File: config.mk
export PLATFORM = sky130hd
export DESIGN_NAME = inferno_stick_decoder
export DESIGN_NICKNAME = d
export VERILOG_FILES = /design/src/rtl/inferno_input_pkg.sv /design/src/rtl/inferno_stick_decoder_stick_channel.sv /design/src/rtl/inferno_stick_decoder.sv
export SDC_FILE = /design/constraint.sdc
export NUM_CORES = 1
export LEC_CHECK = 0
export CORE_ASPECT_RATIO = 1.4
export CORE_UTILIZATION = 50
export CTS_BUF_LIST = sky130_fd_sc_hd__clkbuf_16
export CTS_CLUSTER_SIZE = 28
export DETAILED_ROUTE_END_ITERATION = 8
export PLACE_DENSITY = 0.73
export SETUP_SLACK_MARGIN = 0.15
export SYNTH_ARGS = -nofsm -noshare
export SYNTH_HDL_FRONTEND = slang
export SYNTH_SLANG_ARGS = --single-unit
File: constraint.sdc
create_clock -name clk_sys -period 1.75 [get_ports clk_sys]
set_input_delay 0.2625 -clock clk_sys [delete_from_list [all_inputs] [get_ports clk_sys]]
set_output_delay 0.2625 -clock clk_sys [all_outputs]
set_load 0.01 [all_outputs]
File: src/rtl/inferno_input_pkg.sv
// Shared definitions for the Inferno stick decoder: direction bit positions,
// axis hysteresis states, default thresholds and the direction helpers.
package inferno_input_pkg;

    localparam int DIR_UP    = 3;
    localparam int DIR_DOWN  = 2;
    localparam int DIR_LEFT  = 1;
    localparam int DIR_RIGHT = 0;

    localparam int DEAD_ON_DEF       = 48;
    localparam int DEAD_OFF_DEF      = 32;
    localparam int STABLE_CYCLES_DEF = 1200;

    typedef enum logic [1:0] {
        NONE = 2'd0,
        POS  = 2'd1,
        NEG  = 2'd2
    } axis_state_t;

    // Opposing pairs cancel; diagonals pass through untouched.
    function automatic logic [3:0] clean_dir(input logic [3:0] d);
        logic [3:0] r;
        r = d;
        if (d[DIR_UP] && d[DIR_DOWN]) begin
            r[DIR_UP]   = 1'b0;
            r[DIR_DOWN] = 1'b0;
        end
        if (d[DIR_LEFT] && d[DIR_RIGHT]) begin
            r[DIR_LEFT]  = 1'b0;
            r[DIR_RIGHT] = 1'b0;
        end
        return r;
    endfunction

    // 9-bit magnitude so that -128 maps to 128 rather than wrapping.
    function automatic axis_state_t axis_next(input axis_state_t cur,
                                              input logic [7:0]  v,
                                              input logic [8:0]  on_th,
                                              input logic [8:0]  off_th);
        logic        neg;
        logic [8:0]  mag;
        logic        pos_on;
        logic        neg_on;
        logic        pos_hold;
        logic        neg_hold;
        axis_state_t nxt;
        neg      = v[7];
        mag      = neg ? (9'd0 - {1'b1, v}) : {1'b0, v};
        pos_on   = !neg && (mag >= on_th);
        neg_on   = neg && (mag >= on_th);
        pos_hold = !neg && (mag >= off_th);
        neg_hold = neg && (mag >= off_th);
        case (cur)
            POS:     nxt = pos_hold ? POS : (neg_on ? NEG : NONE);
            NEG:     nxt = neg_hold ? NEG : (pos_on ? POS : NONE);
            default: nxt = pos_on ? POS : (neg_on ? NEG : NONE);
        endcase
        return nxt;
    endfunction

endpackage

File: src/rtl/inferno_stick_decoder_stick_channel.sv
// One analog stick: X/Y hysteresis FSMs feeding a per-stick stability filter.
//  state | meaning
//  NONE  | axis inside the dead zone
//  POS   | axis asserted toward +v (right / down)
//  NEG   | axis asserted toward -v (left / up)
module stick_channel
    import inferno_input_pkg::*;
#(
    parameter int DEAD_ON       = DEAD_ON_DEF,
    parameter int DEAD_OFF      = DEAD_OFF_DEF,
    parameter int STABLE_CYCLES = STABLE_CYCLES_DEF
) (
    input  logic        clk_sys,
    input  logic        reset_n,
    input  logic [15:0] analog,
    output logic [3:0]  deb
);

    localparam logic [8:0] ON9   = 9'(DEAD_ON);
    localparam logic [8:0] OFF9  = 9'(DEAD_OFF);
    localparam int         CNT_W = $clog2(STABLE_CYCLES + 1);
    localparam logic [CNT_W-1:0] CNT_LAST = CNT_W'(STABLE_CYCLES - 1);

    axis_state_t      x_st, y_st, x_nxt, y_nxt;
    logic [3:0]       raw;
    logic [3:0]       cand;
    logic [CNT_W-1:0] cnt;

    always_ff @(posedge clk_sys or negedge reset_n) begin
        if (!reset_n) begin
            x_st <= NONE;
            y_st <= NONE;
        end else begin
            x_st <= x_nxt;
            y_st <= y_nxt;
        end
    end

    always_comb begin
        x_nxt = axis_next(x_st, analog[7:0], ON9, OFF9);
        y_nxt = axis_next(y_st, analog[15:8], ON9, OFF9);
    end

    always_comb begin
        raw            = '0;
        raw[DIR_UP]    = (y_st == NEG);
        raw[DIR_DOWN]  = (y_st == POS);
        raw[DIR_LEFT]  = (x_st == NEG);
        raw[DIR_RIGHT] = (x_st == POS);
    end

    // Counter saturates at the last value, so deb is simply re-loaded with cand.
    always_ff @(posedge clk_sys or negedge reset_n) begin
        if (!reset_n) begin
            cand <= '0;
            cnt  <= '0;
            deb  <= '0;
        end else if (raw != cand) begin
            cand <= raw;
            cnt  <= '0;
        end else if (cnt == CNT_LAST) begin
            deb  <= cand;
        end else begin
            cnt  <= cnt + 1'b1;
        end
    end

endmodule

File: src/rtl/inferno_stick_decoder.sv
// Turns four analog sticks and two D-pads into filtered run/aim direction
// vectors {up,down,left,right} for the Williams-2 Inferno core.
module inferno_stick_decoder
    import inferno_input_pkg::*;
#(
    parameter int DEAD_ON       = DEAD_ON_DEF,
    parameter int DEAD_OFF      = DEAD_OFF_DEF,
    parameter int STABLE_CYCLES = STABLE_CYCLES_DEF
) (
    input  logic        clk_sys,
    input  logic        reset_n,
    input  logic [3:0]  dig_1,
    input  logic [3:0]  dig_2,
    input  logic [15:0] l_analog_1,
    input  logic [15:0] l_analog_2,
    input  logic [15:0] r_analog_1,
    input  logic [15:0] r_analog_2,
    output logic [3:0]  run_1,
    output logic [3:0]  run_2,
    output logic [3:0]  aim_1,
    output logic [3:0]  aim_2
);

    logic [3:0]  dig_1_q, dig_2_q;
    logic [15:0] l_analog_1_q, l_analog_2_q, r_analog_1_q, r_analog_2_q;
    logic [3:0]  deb_l1, deb_l2, deb_r1, deb_r2;

    always_ff @(posedge clk_sys or negedge reset_n) begin
        if (!reset_n) begin
            dig_1_q      <= '0;
            dig_2_q      <= '0;
            l_analog_1_q <= '0;
            l_analog_2_q <= '0;
            r_analog_1_q <= '0;
            r_analog_2_q <= '0;
        end else begin
            dig_1_q      <= dig_1;
            dig_2_q      <= dig_2;
            l_analog_1_q <= l_analog_1;
            l_analog_2_q <= l_analog_2;
            r_analog_1_q <= r_analog_1;
            r_analog_2_q <= r_analog_2;
        end
    end

    stick_channel #(.DEAD_ON(DEAD_ON), .DEAD_OFF(DEAD_OFF), .STABLE_CYCLES(STABLE_CYCLES))
        u_l1 (.clk_sys(clk_sys), .reset_n(reset_n), .analog(l_analog_1_q), .deb(deb_l1));
    stick_channel #(.DEAD_ON(DEAD_ON), .DEAD_OFF(DEAD_OFF), .STABLE_CYCLES(STABLE_CYCLES))
        u_l2 (.clk_sys(clk_sys), .reset_n(reset_n), .analog(l_analog_2_q), .deb(deb_l2));
    stick_channel #(.DEAD_ON(DEAD_ON), .DEAD_OFF(DEAD_OFF), .STABLE_CYCLES(STABLE_CYCLES))
        u_r1 (.clk_sys(clk_sys), .reset_n(reset_n), .analog(r_analog_1_q), .deb(deb_r1));
    stick_channel #(.DEAD_ON(DEAD_ON), .DEAD_OFF(DEAD_OFF), .STABLE_CYCLES(STABLE_CYCLES))
        u_r2 (.clk_sys(clk_sys), .reset_n(reset_n), .analog(r_analog_2_q), .deb(deb_r2));

    // The D-pad joins after the filter so it reaches run_n one edge after capture.
    always_ff @(posedge clk_sys or negedge reset_n) begin
        if (!reset_n) begin
            run_1 <= '0;
            run_2 <= '0;
            aim_1 <= '0;
            aim_2 <= '0;
        end else begin
            run_1 <= clean_dir(deb_l1 | dig_1_q);
            run_2 <= clean_dir(deb_l2 | dig_2_q);
            aim_1 <= deb_r1;
            aim_2 <= deb_r2;
        end
    end

endmodule
* Yosys cells after proc, flatten, opt, wreduce, memory -nomap -nowiden *
Index checks and enable logic that the tools add are counted.

operators by class
  add/sub/neg operators = 12
  magnitude comparators = 16
  equal/unequal tests = 28
  multiplexer cells = 68
  bitwise operators = 6
  reduce and logical (&&, ||, !) cells = 48

operators by type and width
  operator                                                                  count
  9-bit by 6-bit >= comparator with 1-bit output (second input constant)    16
  11-bit 2-to-1 mux                                                         8
  2-bit 2-to-1 mux                                                          36
  9-bit 2-to-1 mux                                                          8
  1-bit by 9-bit subtractor with 9-bit output (first input constant)        8
  11-bit by 1-bit adder with 11-bit output (second input constant)          4
  11-bit == test (second input constant)                                    4
  1-bit logical AND                                                         36
  2-bit one-hot mux with 2 select lines                                     8
  2-bit by 1-bit == test with 1-bit output (second input constant)          8
  2-bit == test (second input constant)                                     8
  4-bit inequality test                                                     4
  1-bit logical NOT                                                         8
  1-bit 2-to-1 mux                                                          8
  2-bit by 1-bit inequality test with 1-bit output (second input constant)  4
  4-bit OR                                                                  2
  2-bit AND reduction                                                       4
  1-bit inverter                                                            4

word-level totals
  bits in registers = 180
  output and inout port bits = 16
  word-level logic and storage cells = 208

* Depth between registers and ports, before layout *
  depth in word-level cells = 7
  depth in mapped cells = 7
  mapped depth without buffers = 7

* By module *
Synthesis repeated with hierarchy kept, for this count alone.

second synthesis, totals
  cell total of the unflattened synthesis = 664
  area, all modules = 7792.5 um^2

modules (own cells, without submodules)
  module                 instances  cells an instance  area each (um^2)  sequential area each (um^2)
  stick_channel          4          141                1378.8            575.6
  inferno_stick_decoder  1          100                2277.2            2202.1

* Worst setup path before layout *
OpenSTA, ideal clock, no wires.

  path kind = register to register
  start point = register u_r2.cnt[0]
  end point = register u_r2.deb[0]
  setup time = 0.125 ns
  arrival = 1.629 ns
  path slack = -0.004 ns
  stages on the path, launching flop included = 7
  path buffers = 1
  period minus slack after synthesis = 1.754 ns
  cells stage by stage = dfrtp_1 -> ha_1 -> and4_1 -> and4b_1 -> buf_2 -> nand2b_1 -> mux2_2

between the ends
  longest elaborated chain between the ends = 2

ends and longest elaborated chain
  what                           RTL line                                   RTL
  from (decl)                    inferno_stick_decoder_stick_channel.sv:27  logic [CNT_W-1:0] cnt;
  from (signal assigned)         inferno_stick_decoder_stick_channel.sv:64  cnt <= cnt + 1'b1;
  11-bit == test                 inferno_stick_decoder_stick_channel.sv:61  end else if (cnt == CNT_LAST) begin
  2-bit AND reduction (no line)  n/a
  to (signal assigned)           inferno_stick_decoder_stick_channel.sv:62  deb <= cand;
  to (decl)                      inferno_stick_decoder_stick_channel.sv:16  output logic [3:0] deb

Every way passes these cells.
A chain may end at the register's enable or synchronous reset.

* Final worst setup path *
  start point = register r_analog_2_q[0]
  end point = register u_r2.x_st[0]

between the ends
  longest elaborated chain between the ends = 7
  elaborated cells between the ends (all ways) = 12
  classes of those cells = 1 x add/sub; 2 x order compare; 6 x mux; 3 x reduce/logical

ends and longest elaborated chain
  what                                            RTL line                                   RTL
  from (decl)                                     inferno_stick_decoder.sv:25                logic [15:0] l_analog_1_q, l_analog_2_q, r_analog_1_q, r_analog_2_q;
  from (signal assigned)                          inferno_stick_decoder.sv:42                r_analog_2_q <= r_analog_2;
  1-bit by 9-bit subtractor with 9-bit output     inferno_input_pkg.sv:48                    mag = neg ? (9'd0 - {1'b1, v}) : {1'b0, v};
  9-bit 2-to-1 mux (*)                            inferno_input_pkg.sv:48
  9-bit by 6-bit >= comparator with 1-bit output  inferno_input_pkg.sv:49                    pos_on = !neg && (mag >= on_th);
  1-bit logical AND                               inferno_input_pkg.sv:49
  1-bit 2-to-1 mux                                inferno_input_pkg.sv:55                    NEG: nxt = neg_hold ? NEG : (pos_on ? POS : NONE);
  2-bit 2-to-1 mux                                inferno_input_pkg.sv:55
  2-bit one-hot mux with 2 select lines (*)       inferno_input_pkg.sv:53                    case (cur)
  net u_r2.x_nxt[0]                               inferno_stick_decoder_stick_channel.sv:24  axis_state_t x_st, y_st, x_nxt, y_nxt;
  to (signal assigned)                            inferno_stick_decoder_stick_channel.sv:34  x_st <= x_nxt;
  to (decl)                                       inferno_stick_decoder_stick_channel.sv:24

The timed path passes the listed nets; every way through them passes the cells marked *.

==> run summary <==
fin crit share = 1.06
fraction of layout cells with a size suffix above 1 = 0.260
die area = 0.0158 mm^2
Post-Synth Simple-Gate Area = 0.166
Synth Area in Adders = 0.0459
diode count = 0
core area = 0.0150 mm^2
DRC = 2
WHS = 0.271 ns
DRT iter0 DRCs = 265
# port buffers = 89
Pint = 8.24 mW
unrepaired setup endpoints after global routing = yes
final number of hold-violating endpoints = 0
DP Area = 0.00890 mm^2
Die Height = 148 um
Post-Syn Nets = 753
yosys warns = 0
CP arrival = 2.15 ns
nets = 898
ys async rst share = 1.00
DRT antenna net count = 0
most common cell after layout, fill and taps aside = dfrtp_1
final non-filler cell total = 1001
final worst setup slack = -0.108 ns
Max Freq = 538 MHz
Sw Share = 0.279
Tot GR Track Use = 0.195
Die Wd = 106 um
Main synth FF type = dfrtp_1
clock share of power = 0.330
# placed instances = 931
Rel. slew slack = 0.731
aggregate routed wire length = 15100 um
Starting Density = 0.509
number of iterations in the first detailed-routing pass = 6
xor/xnor cell area share of the yosys netlist = 0.0632
final instance area = 0.0104 mm^2
Setup TNS = -0.215 ns
post-layout min period = 1.86 ns
total I/O pin count = 90
clock root buffer = clkbuf_16
Fillers = 1082
critical setup path kind = reg2reg
main combinational cell family by area after synthesis = simple AND/OR/NAND/NOR gates
total congestion overflow = 0
LEAKAGE = 4.64 nW
NetSw = 3.19 mW
vias in the first global route = 5624
type of destination of the critical path = register
failing checks = DRC, setup timing
clock sinks = 180
Final Max Tran Viols = 0
Yosys cell types = 59
CTS tree = done
WP data required = 2.05 ns
Netlist Area Pre-Place = 0.00763 mm^2
Synth Area per Inst = 11.7 um^2
Core Util, Final = 0.692
clk slew on worst S/H paths = 0.06 ns
Synth Instances = 651
first-pass GRT wire length = 24400 um
FP Rows = 53
Worst Skew = 0.00714 ns
pin count of the biggest net entering global routing = 57
Post-synth EDFFs = 0
Worst-Margin Slew = 0.400 ns
CP max FO = 3
mux contribution to synthesized area = 0.0345
register area share after synthesis = 0.591
Pwr Density = 1100 mW/mm^2
Clock Tree Buf Depth = 2
Num CTS Buffers = 17
drt via density = 5.31
gp weighted congestion = 0.835
# setup viols final = 2
Layout Area Growth over Synthesis = 35.9%
via count = 5320
H-tree Lvls = 4
Combinational Power Share = 0.239
status = finished, violations left
Clk Latency, worst-skew pair = 0.42 ns
MaxCap Viol Count = 0
FF+latch count, synth = 180
CP Launch Type = register
Synth Area in Compound Gates = 0.0678
worst vdd ir = 0.752 mV
Flop pwr share = 0.431
most frequent cells in the layout = 178 x dfrtp_1, 82 x clkdlybuf4s50_1, 73 x nor2_1, 54 x buf_4, 28 x nand2_1
antenna violations before repair = 0
Hold Crit Class = in2reg
WL/cell = 15.1 um
post-DP HPWL = 9770 um
-- kinds of logic after synthesis --
kind of cell             count (synthesis)
flip-flops                             180
AO/OA/AOI/OAI                           79
adder cells (fa/ha/maj)                 28
multiplexers                            21
buffers and inverters                   61
AND/OR/NAND/NOR                        227
XOR/XNOR                                55
-- repair_timing --
item	in CTS	in global routing
hold buffers	1	0
gates resized for setup	36	83
pin swaps	15	43
endpoints found under the setup margin	29	40
endpoints found under the hold margin	36	0
buffers inserted	19	18
gates cloned	0	0
-- synth_stat cells, types with 10 or more instances --
master | n | area [um^2]
inv_1 | 35 | 131
nand3_1 | 23 | 115
mux2_2 | 10 | 113
nand2_1 | 28 | 105
ha_1 | 28 | 350
clkbuf_1 | 23 | 86.3
nor3_1 | 18 | 90.1
nand4_1 | 15 | 93.8
xnor2_1 | 30 | 263
dfrtp_1 | 180 | 4500
xor2_1 | 25 | 219
o21ai_0 | 15 | 75.1
a21oi_1 | 23 | 115
nor2_1 | 73 | 274
-- through the flow --
step / setup slack [ns] / power [mW]
finish: -0.108 / 11.4
CTS: -0.0804 / 11.1
detailed placement: -0.0863 / 7.06
floorplan: 0.0164 / 6.29
global route: -0.170 / 12.0
global placement: -0.0151 / 6.89
-- power groups by stage --
stage / clock network, mW / registers [mW] / logic, mW
finish: 3.77 / 4.93 / 2.73
global route: 4.05 / 4.97 / 2.99
CTS: 3.88 / 4.86 / 2.38
detailed placement: 0 / 4.95 / 2.11
global placement: 0 / 4.90 / 1.99
floorplan: 0 / 4.88 / 1.42
-- state kept, by name, indices dropped and copies added (netlist names), 11 cells and up --
signal,cells
l_analog_2_q,16
u_l2.cnt,11
u_l1.cnt,11
r_analog_2_q,16
u_r2.cnt,11
l_analog_1_q,16
r_analog_1_q,16
u_r1.cnt,11
-- final cells by class --
class,instances,area (um^2),share of cell area
timing repair buffer,152,1440,0.139
clock buffer,17,425,0.0410
inverter,35,131,0.0127
multi-input combinational,410,3460,0.334
sequential,180,4510,0.435
clock inverter,15,164,0.0158
tap,192,240,0.0232
-- per-layer routing --
| layer | up-vias | GRT usage | wire, um |
|---|---|---|---|
| li1 | 2533 | - | - |
| met5 | - | 0 | 0 |
| met3 | 27 | 0.0469 | 430 |
| met4 | 0 | 0.0833 | 301 |
| met1 | 2655 | 0.204 | 5650 |
| met2 | 105 | 0.367 | 8690 |
-- worst max-delay path: stages (launching register included) --
cell     delay, ns
dfrtp_1       0.38
inv_1         0.09
ha_4          0.13
or3b_4        0.39
o41a_1        0.33
o22ai_2       0.14
and3_4        0.20
o32ai_1       0.08
-- final timing paths --
check,from,endpoint,slack (ns),depth (start not counted)
worst max-delay path,r_analog_2_q[0]$_DFF_PN0_,u_r2.x_st[0]$_DFF_PN0_,-0.11,7
worst min-delay path,l_analog_1[7],l_analog_1_q[7]$_DFF_PN0_,0.27,1
worst max register to register,r_analog_2_q[0]$_DFF_PN0_,u_r2.x_st[0]$_DFF_PN0_,-0.11,7
worst min register to register,u_r1.deb[0]$_DFFE_PN0P_,aim_1[0]$_DFF_PN0_,0.39,0
max in group asynchronous,reset_n,dig_2_q[0]$_DFF_PN0_,0.82,3
min in group asynchronous,reset_n,aim_2[1]$_DFF_PN0_,0.32,2
No activity file was read; power rests on OpenSTA's default activity.
